## src/rtl/m_andn_pipe.sv

```systemverilog
// rtl/m_andn_pipe.sv - pipelined wide-AND reduction with valid tracking, rise detect and optional sticky flag
//
// Reduces WIDTH input bits to a single AND result through LEVELS tree levels of
// GROUP-input AND nodes. Each level is registered, so a sample accepted on one
// edge shows up on B/BVALID/RISE LEVELS edges later, one sample per cycle.
//
// Optional feature macro: ANDN_STICKY_EN (builds the STICKY register and honours CLR).
//
// Ports:
//   CLK     in   system clock, rising edge
//   RESETL  in   asynchronous active-low reset
//   A       in   WIDTH operand bits, sampled when AVALID=1
//   AVALID  in   A is meaningful this cycle
//   CLR     in   synchronous clear of STICKY (ignored without ANDN_STICKY_EN)
//   B       out  AND of the most recent valid sample (holds between samples)
//   BVALID  out  one-cycle pulse per accepted sample
//   RISE    out  valid result is 1 and the previous valid result was 0
//   STICKY  out  B has been 1 since the last CLR (0 without ANDN_STICKY_EN)

module m_andn_pipe #(
  parameter int WIDTH = 11,
  parameter int GROUP = 4
) (
  input  logic             CLK,
  input  logic             RESETL,
  input  logic [WIDTH-1:0] A,
  input  logic             AVALID,
  input  logic             CLR,
  output logic             B,
  output logic             BVALID,
  output logic             RISE,
  output logic             STICKY
);

  function automatic int ipow(input int b, input int e);
    int r;
    r = 1;
    for (int i = 0; i < e; i++) r = r * b;
    return r;
  endfunction

  function automatic int calc_levels(input int w, input int g);
    int l;
    int p;
    l = 1;
    p = g;
    while (p < w) begin
      l = l + 1;
      p = p * g;
    end
    return l;
  endfunction

  localparam int LEVELS = calc_levels(WIDTH, GROUP);
  // Input is padded with 1s up to a full tree so every node sees GROUP bits.
  localparam int PADW   = ipow(GROUP, LEVELS);

  // Level k consumes PADW/GROUP^k bits and produces PADW/GROUP^(k+1) bits.
  // All levels but the last are registered here; the last level's AND feeds
  // the output stage, which is itself the final pipeline register.
  for (genvar k = 0; k < LEVELS; k++) begin : g_lvl
    localparam int IW = PADW / ipow(GROUP, k);
    localparam int OW = IW / GROUP;

    logic [IW-1:0] src;
    logic          src_vld;
    logic [OW-1:0] red;
    logic [OW-1:0] out;
    logic          out_vld;

    if (k == 0) begin : g_src
      always_comb begin
        src            = '1;
        src[WIDTH-1:0] = A;
      end
      assign src_vld = AVALID;
    end else begin : g_src
      assign src     = g_lvl[k-1].out;
      assign src_vld = g_lvl[k-1].out_vld;
    end

    always_comb begin
      red = '0;
      for (int j = 0; j < OW; j++) red[j] = &src[j*GROUP +: GROUP];
    end

    if (k < LEVELS - 1) begin : g_reg
      logic [OW-1:0] data_q;
      logic          vld_q;

      // Data loads every cycle; only the valid bit qualifies it downstream.
      always_ff @(posedge CLK or negedge RESETL) begin
        if (!RESETL) begin
          data_q <= '0;
          vld_q  <= 1'b0;
        end else begin
          data_q <= red;
          vld_q  <= src_vld;
        end
      end

      assign out     = data_q;
      assign out_vld = vld_q;
    end else begin : g_last
      assign out     = red;
      assign out_vld = src_vld;
    end
  end

  logic final_and;
  logic final_vld;
  assign final_and = g_lvl[LEVELS-1].out[0];
  assign final_vld = g_lvl[LEVELS-1].out_vld;

  logic b_q;
  logic bvalid_q;
  logic rise_q;

  // b_q only changes on valid results, so it doubles as the "previous valid
  // result" used by the edge detector.
  always_ff @(posedge CLK or negedge RESETL) begin
    if (!RESETL) begin
      b_q      <= 1'b0;
      bvalid_q <= 1'b0;
      rise_q   <= 1'b0;
    end else begin
      bvalid_q <= final_vld;
      rise_q   <= final_vld & final_and & ~b_q;
      if (final_vld) b_q <= final_and;
    end
  end

  assign B      = b_q;
  assign BVALID = bvalid_q;
  assign RISE   = rise_q;

`ifdef ANDN_STICKY_EN
  logic sticky_q;

  // A valid 1 on the same edge as CLR wins.
  always_ff @(posedge CLK or negedge RESETL) begin
    if (!RESETL) begin
      sticky_q <= 1'b0;
    end else if (final_vld && final_and) begin
      sticky_q <= 1'b1;
    end else if (CLR) begin
      sticky_q <= 1'b0;
    end
  end

  assign STICKY = sticky_q;
`else
  logic unused_clr;
  assign unused_clr = CLR;
  assign STICKY     = 1'b0;
`endif

endmodule

```

## config.mk

```make
export PLATFORM = sky130hd
export DESIGN_NAME = m_andn_pipe
export DESIGN_NICKNAME = d
export VERILOG_FILES = /design/src/rtl/m_andn_pipe.sv
export SDC_FILE = /design/constraint.sdc
export NUM_CORES = 1
export LEC_CHECK = 0
export CAP_MARGIN = 20
export CELL_PAD_IN_SITES_DETAIL_PLACEMENT = 1
export CELL_PAD_IN_SITES_GLOBAL_PLACEMENT = 1
export CORE_AREA = 2 2 39 41
export CTS_BUF_LIST = sky130_fd_sc_hd__clkbuf_8
export DETAILED_ROUTE_END_ITERATION = 12
export DIE_AREA = 0 0 41 43
export DONT_BUFFER_PORTS = 1
export MAX_ROUTING_LAYER = met4
export PLACE_DENSITY = 0.52
export SKIP_CTS_REPAIR_TIMING = 1
export SLEW_MARGIN = 20
export SYNTH_ARGS = -nofsm -noshare
export SYNTH_HDL_FRONTEND = slang
export SYNTH_SLANG_ARGS = --single-unit
```

## constraint.sdc

```tcl
create_clock -name CLK -period 1.1 [get_ports CLK]
set_input_delay 0.165 -clock CLK [delete_from_list [all_inputs] [get_ports CLK]]
set_output_delay 0.165 -clock CLK [all_outputs]
set_load 0.02 [all_outputs]
```

== Word-level counts from Yosys, hierarchy flattened ==
Index checks and enable logic that the tools add are counted.

* Register bits after elaboration: 8
* Input port bits: 15
* Word-level logic and storage cells: 12

* Bitwise operators: 3
* Reductions and logical operators: 4

{| class="wikitable"
|+ Operator list
! kind !! count
|-
| 4-bit AND reduction || 3
|-
| 3-bit AND reduction || 1
|-
| 1-bit bitwise AND || 2
|-
| 1-bit inverter || 1
|}

== Longest topological paths before layout ==
Gate-level depths: netlist (run 1).

* Depth after elaboration: 3
* Gate-level depth with buffers: 2
* Depth with buffers taken out: 2

== Least setup slack after synthesis (run 1) ==
Ideal clock, no wire load.

* Path type: flip-flop to flip-flop
* Start point: register b_q (netlist: B)
* End point: register rise_q (netlist: RISE)
* Library setup time: 0.080 ns
* Arrival time: 0.630 ns
* Data required time: 1.020 ns
* Slack: 0.390 ns
* Cell stages (with the launch flop): 2
* Path buffers: 0
* Clock period less this slack: 0.710 ns
* Cells stage by stage: dfrtp_1 nor3b_2

* Cells in the longest elaborated chain, start to end: 2

{| class="wikitable"
|+ RTL lines
! item !! line !! text
|-
| start, declared || 115 || <nowiki>logic b_q;</nowiki>
|-
| start signal, assigned || 129 || <nowiki>if (final_vld) b_q <= final_and;</nowiki>
|-
| 1-bit inverter || 128 || <nowiki>rise_q <= final_vld & final_and & ~b_q;</nowiki>
|-
| 1-bit bitwise AND || 128 ||
|-
| end signal, assigned || 128 ||
|-
| end, declared || 117 || <nowiki>logic rise_q;</nowiki>
|}

No other way between the ends.
A chain may end at the register's enable or synchronous reset.

== Worst setup path after layout (run 1) ==
* Start point: register b_q (netlist: B)
* End point: output B

{| class="wikitable"
|+ RTL lines
! item !! line !! text
|-
| end, declared || 29 || <nowiki>output logic B,</nowiki>
|}

No word-level cell between the ends.

==> impl_metrics.tcl, run 1 <==
set metrics [dict create \
    design.core.area_mm2 0.00138 \
    final-hold-violation-count 0 \
    critical_path.reg2reg.startpoint "B$_DFFE_PN0P_" \
    wl_per_cell_um 12.3 \
    timing.critical_path.fanout_max 3 \
    clock_transition_at_the_registers_of_the_reported_paths_ps 40 \
    total_routed_wirelength_um 469 \
    final_replace_weighted_congestion 0.598 \
    buffer_ports.inserted 0 \
    grt_antenna_before_repair 0 \
    remaining_drc_errors 0 \
    mappedNetlistNets 33 \
    synth_area_per_cell_um2 15.1 \
    layout-area-overhead-vs-synth_pct 27.2 \
    post_layout_min_period_ps 883 \
    worst_ep_required_time_ps 940 \
    min_period_over_period_pct 80.3 \
    vdd_ir_drop_max_mv 0.788 \
    clock_tree.buffer_depth 2 \
    hold_path_depth 1 \
    placement.setup.worst_slack_ps 308 \
    power.static_leakage_nw 0.162 \
    final_cell_count_no_fill 38 \
    ys_top_cells_by_area "sky130_fd_sc_hd__dfrtp_1 (74%), sky130_fd_sc_hd__and4_1 (6.5%), sky130_fd_sc_hd__nor3b_2 (4.6%), sky130_fd_sc_hd__mux2i_1 (3.7%), sky130_fd_sc_hd__buf_4 (2.8%)" \
    chipHeight_um 43 \
    whs_ps 99.3 \
    layout.nets 39 \
    gr-usage-all-layers_pct 7.49 \
    drv_cap 0 \
    place_inst 33 \
    synth_cell_count_leaders "sky130_fd_sc_hd__dfrtp_1 (8), sky130_fd_sc_hd__and4_1 (2), sky130_fd_sc_hd__conb_1 (2)" \
    ys_async_sr_fraction_pct 100 \
    dieWidth_um 41 \
    yosys.cell_count.top_type "sky130_fd_sc_hd__dfrtp_1" \
    synth.ff_latch_count 8 \
    dieArea_mm2 0.00176 \
    slew_viol_final 0 \
    timing.setup.tns_ps 0 \
    cts_inserted_buffers 3 \
    htree_num_levels 1 \
    timing.final.ws_setup_ps 217 \
    clock_skew_ps 5.41 \
    first_global_vias 200 \
    yosys_warnings 0 \
    number_of_inserted_filler_cells_in_the_final_layout 148 \
    clock_root_buffer "sky130_fd_sc_hd__clkbuf_8" \
    capturing_element_type_of_the_critical_path "primary output" \
    critPathKind "flip-flop to primary output" \
    startpoint "B$_DFFE_PN0P_" \
    grt.overflow.total 0 \
    drt-pass1-iter-count 2 \
    min_path_type "primary input to flip-flop" \
    detail_route.iter0.violations 3 \
    placementRows 14 \
    reg2regPathDepth 1 \
    synth.yosys.seq_area_share_pct 73.7 \
    cts_tree "built" \
    setup_viol 0 \
    insertedDiodeCount 0 \
    post_synth_inst_count 18 \
    grt_first_pass_wirelength_um 745 \
    rr_endpoint "RISE$_DFF_PN0_" \
    timing.critical_path.arrival_ps 720 \
    synth-main-ff-cell "sky130_fd_sc_hd__dfrtp_1" \
    ff2ff_setup_slack_ps 320 \
    critical_path.startpoint_type "flip-flop" \
    maximum_number_of_pins_on_one_net_before_global_route_repair 9 \
    crit_path_end "B" \
    pin_count 19 \
    synth-edff-count 0 \
    status "completed" \
    vias 162 \
    initial_utilization_pct 19.6 \
    clkLatencyLatePin_ps 230 \
    power_per_cell_area_mw_per_mm2 1940 \
    synthDominantAreaCellType "sky130_fd_sc_hd__dfrtp_1" \
    routed_via_density 4.26 \
    fraction_of_layout_cells_with_a_size_suffix_above_1_pct 18.2 \
    worstSetupPathDepth 0 \
    proportion_of_netlist_area_held_by_the_largest_area_contributor_pct 73.7 \
    synthesis.area_um2 272 \
    rsz0062_at_grt "false" \
    antenna_left 0 \
    achievable-frequency_mhz 1130 \
    cts.sinks 8 \
    synth.lib_cells_used.distinct 9 \
]
[where the power goes]
group | internal (W) | switching [W]
clock | 0.000236 | 0.000104
sequential | 0.000305 | 0.00000614
combinational | 0.00000794 | 0.00000985
total | 0.000549 | 0.000120
[worst min-delay path by stage]
| stage | slack, ps | to | start |
|---|---|---|---|
| 6_report | 100 | g_lvl[0].g_reg.data_q[2]$_DFF_PN0_ | A[9] |
| 5_1_grt | 100 | g_lvl[0].g_reg.data_q[0]$_DFF_PN0_ | A[1] |
| 4_1_cts | -370 | B$_DFFE_PN0P_ | RESETL |
| 3_5_place_dp | -130 | B$_DFFE_PN0P_ | RESETL |
| 3_3_place_gp | -130 | RISE$_DFF_PN0_ | RESETL |
| 2_1_floorplan | -130 | B$_DFFE_PN0P_ | RESETL |
[kinds of logic after synthesis]
| kind of cell | share of synthesized area (%) |
|---|---|
| AND/OR/NAND/NOR | 15.7 |
| flip-flops | 73.7 |
| other | 2.77 |
| multiplexers | 3.69 |
| buffers and inverters | 4.15 |
[sequential cells by signal, summed over array words and instances, names as in the netlist]
signal / flops
RISE: 1
final_vld: 1
BVALID: 1
g_lvl.g_reg.data_q: 4
B: 1
[cells in the final DEF (no fill, tap or decap), drive strengths merged]
cell         instances
dfrtp                8
clkbuf               3
and4                 2
conb                 2
dlygate4sd3          2
nand4                1
nor3b                1
and3                 1
inv                  1
mux2i                1
[metrics by stage]
step                area [um2]  util [%]  power (W)
finish                     345      25.0   0.000669
global route               345      25.0   0.000717
CTS                        325      23.5   0.000671
detailed placement         284      20.5   0.000322
global placement           284      20.5   0.000321
floorplan                  272         -   0.000323
[final cells by class]
type,instances,area [um2],area share [%]
clock buffer,3,41.3,12.0
inverter,1,3.75,1.09
multi-input combinational,8,60.1,17.4
sequential,8,200,58.0
tap,16,20.0,5.80
timing repair buffer,2,20.0,5.80
[per-layer routing]
layer | GRT usage, % | vias to the layer above | part of all wire (%)
li1 | - | 65 | -
met1 | 6.67 | 75 | 37
met2 | 9.69 | 22 | 43
met3 | 9.42 | 0 | 20
met4 | 2.00 | 0 | 0
met5 | - | - | 0
Note: power is estimated with default switching activity, not from simulation.
==> inputs of run 2 (changes only) <==
--- a/config.mk
+++ b/config.mk
@@ -14,7 +14,7 @@
 export DIE_AREA = 0 0 41 43
 export DONT_BUFFER_PORTS = 1
 export MAX_ROUTING_LAYER = met4
-export PLACE_DENSITY = 0.52
+export PLACE_DENSITY = 0.53
 export SKIP_CTS_REPAIR_TIMING = 1
 export SLEW_MARGIN = 20
 export SYNTH_ARGS = -nofsm -noshare
==> constraint.sdc (replaced) <==
create_clock -name CLK -period 0.8 [get_ports CLK]
set_input_delay 0.12 -clock CLK [delete_from_list [all_inputs] [get_ports CLK]]
set_output_delay 0.12 -clock CLK [all_outputs]
set_load 0.02 [all_outputs]
==> run 2 against run 1 <==
The flow now finishes with violations (negative setup slack); critical path type unchanged; non-clock buffer count grew 2; largest power group unchanged; total power up 38%; die area did not move; critical endpoint unchanged.
==> impl_metrics.tcl, run 2 (synthesized netlist as in run 1, its figures left out) <==
set metrics [dict create \
    status "complete, but fails checks" \
    failed_checks "negative setup slack" \
    capturing_element_type_of_the_critical_path "primary output" \
    vdd_ir_drop_max_mv 0.920 \
    timing.critical_path.arrival_ps 760 \
    fraction_of_layout_cells_with_a_size_suffix_above_1_pct 33.3 \
    min_period_over_period_pct 111 \
    cts.sinks 8 \
    first_global_vias 174 \
    initial_utilization_pct 19.6 \
    cp.buffers_inverters 1 \
    worstHoldStart "A[9]" \
    internal_power_w 0.000755 \
    final_replace_weighted_congestion 0.565 \
    clock_tree.buffer_depth 2 \
    cp_slowest_cell "sky130_fd_sc_hd__dfrtp_1" \
    placementRows 14 \
    setup_viol 1 \
    layout.nets 41 \
    insertedDiodeCount 0 \
    critical_path.reg2reg.startpoint "B$_DFFE_PN0P_" \
    clock_transition_at_the_registers_of_the_reported_paths_ps 40 \
    dieWidth_um 41 \
    whs_ps 67.0 \
    chipHeight_um 43 \
    switching_power_w 0.000169 \
    final_common_cell "sky130_fd_sc_hd__dfrtp_1" \
    most-common-layout-cells "sky130_fd_sc_hd__dfrtp_1 (6), sky130_fd_sc_hd__clkbuf_8 (3)" \
    total_routed_wirelength_um 464 \
    power.switching_fraction_pct 18.3 \
    share_clk_of_total_power_pct 51.0 \
    gr-usage-all-layers_pct 7.26 \
    routed_via_density 4.05 \
    timing.final.ws_setup_ps -84.2 \
    vias 162 \
    design.core.area_mm2 0.00138 \
    clock_root_buffer "sky130_fd_sc_hd__clkbuf_8" \
    timing.critical_path.fanout_max 3 \
    dp.final_hpwl_um 375 \
    comb_power_share_pct 2.7 \
    layout-area-overhead-vs-synth_pct 35.0 \
    worst_ep_required_time_ps 680 \
    final-hold-violation-count 0 \
    dieArea_mm2 0.00176 \
    clkLatencyLatePin_ps 220 \
    antenna_left 0 \
    worst_path_largest_cell_delay_ps 400 \
    pin_count 19 \
    cts_inserted_buffers 3 \
    remaining_drc_errors 0 \
    drt-pass1-iter-count 1 \
    grt_first_pass_wirelength_um 696 \
    clock_skew_ps 3.98 \
    startpoint "B$_DFFE_PN0P_" \
    largest_register_ffs 4 \
    htree_num_levels 1 \
    slew_viol_final 0 \
    rsz0062_at_grt "true" \
    cts_tree "built" \
    grt.overflow.total 0 \
    number_of_inserted_filler_cells_in_the_final_layout 151 \
    buffer_ports.inserted 0 \
    drv_cap 0 \
    power_per_cell_area_mw_per_mm2 2520 \
    post_layout_min_period_ps 884 \
    min_path_type "primary input to flip-flop" \
    seq_power_share_pct 46.3 \
    wl_per_cell_um 11.6 \
    detail_route.iter0.violations 0 \
    achievable-frequency_mhz 1130 \
    crit_path_cell_trace "buf_6" \
    power.static_leakage_nw 0.171 \
    finalCoreUtilization_pct 26.5 \
    critPathKind "flip-flop to primary output" \
    timing.critical_path.max_delay_family "flip-flops" \
    ff2ff_setup_slack_ps 40 \
    grt_antenna_before_repair 0 \
    registers.top_by_ff_count "g_lvl.g_reg.data_q" \
    placement.setup.worst_slack_ps 84.9 \
    critical_path.startpoint_type "flip-flop" \
    maximum_number_of_pins_on_one_net_before_global_route_repair 9 \
]
-- run 2: per-stage QoR --
| stage | total power, W | std cells | TNS [ps] | area (um2) |
|---|---|---|---|---|
| after CTS | 0.000928 | 37 | -118 | 333 |
| after floorplan | 0.000445 | 18 | 0 | 272 |
| after detailed placement | 0.000444 | 34 | 0 | 292 |
| after global routing | 0.000989 | 40 | -160 | 367 |
| final | 0.000924 | 40 | -84.2 | 367 |
| after global placement | 0.000442 | 34 | 0 | 292 |
-- run 2: area by class of cell --
type,count,area [um2],share of cell area (%)
tap,16,20.0,5.46
sequential,8,203,55.3
multi-input combinational,8,60.1,16.4
timing repair buffer,4,38.8,10.6
inverter,1,3.75,1.02
clock buffer,3,41.3,11.3
-- run 2: power groups by stage --
stage | clock network (W) | registers, W | logic [W]
final | 0.000472 | 0.000428 | 0.0000250
after global routing | 0.000532 | 0.000429 | 0.0000290
after CTS | 0.000490 | 0.000428 | 0.0000103
after detailed placement | 0 | 0.000433 | 0.0000103
after global placement | 0 | 0.000432 | 0.00000969
after floorplan | 0 | 0.000431 | 0.0000132
-- run 2: metal layers --
layer | routed length [um] | GRT usage (%) | share of wire [%] | vias up
met3 | 107 | 9.95 | 23 | 0
met5 | 0 | - | 0 | -
met4 | 0 | 2.00 | 0 | 0
met1 | 136 | 5.61 | 29 | 73
met2 | 219 | 9.69 | 47 | 20
li1 | - | - | - | 69
-- run 2: path summary, 6_finish.rpt --
path	to	cells past startpoint
max reg2reg	RISE$_DFF_PN0_	2
min in group asynchronous	B$_DFFE_PN0P_	1
min reg2reg	BVALID$_DFF_PN0_	0
min	g_lvl[0].g_reg.data_q[2]$_DFF_PN0_	1
max	B	1
max in group asynchronous	BVALID$_DFF_PN0_	1
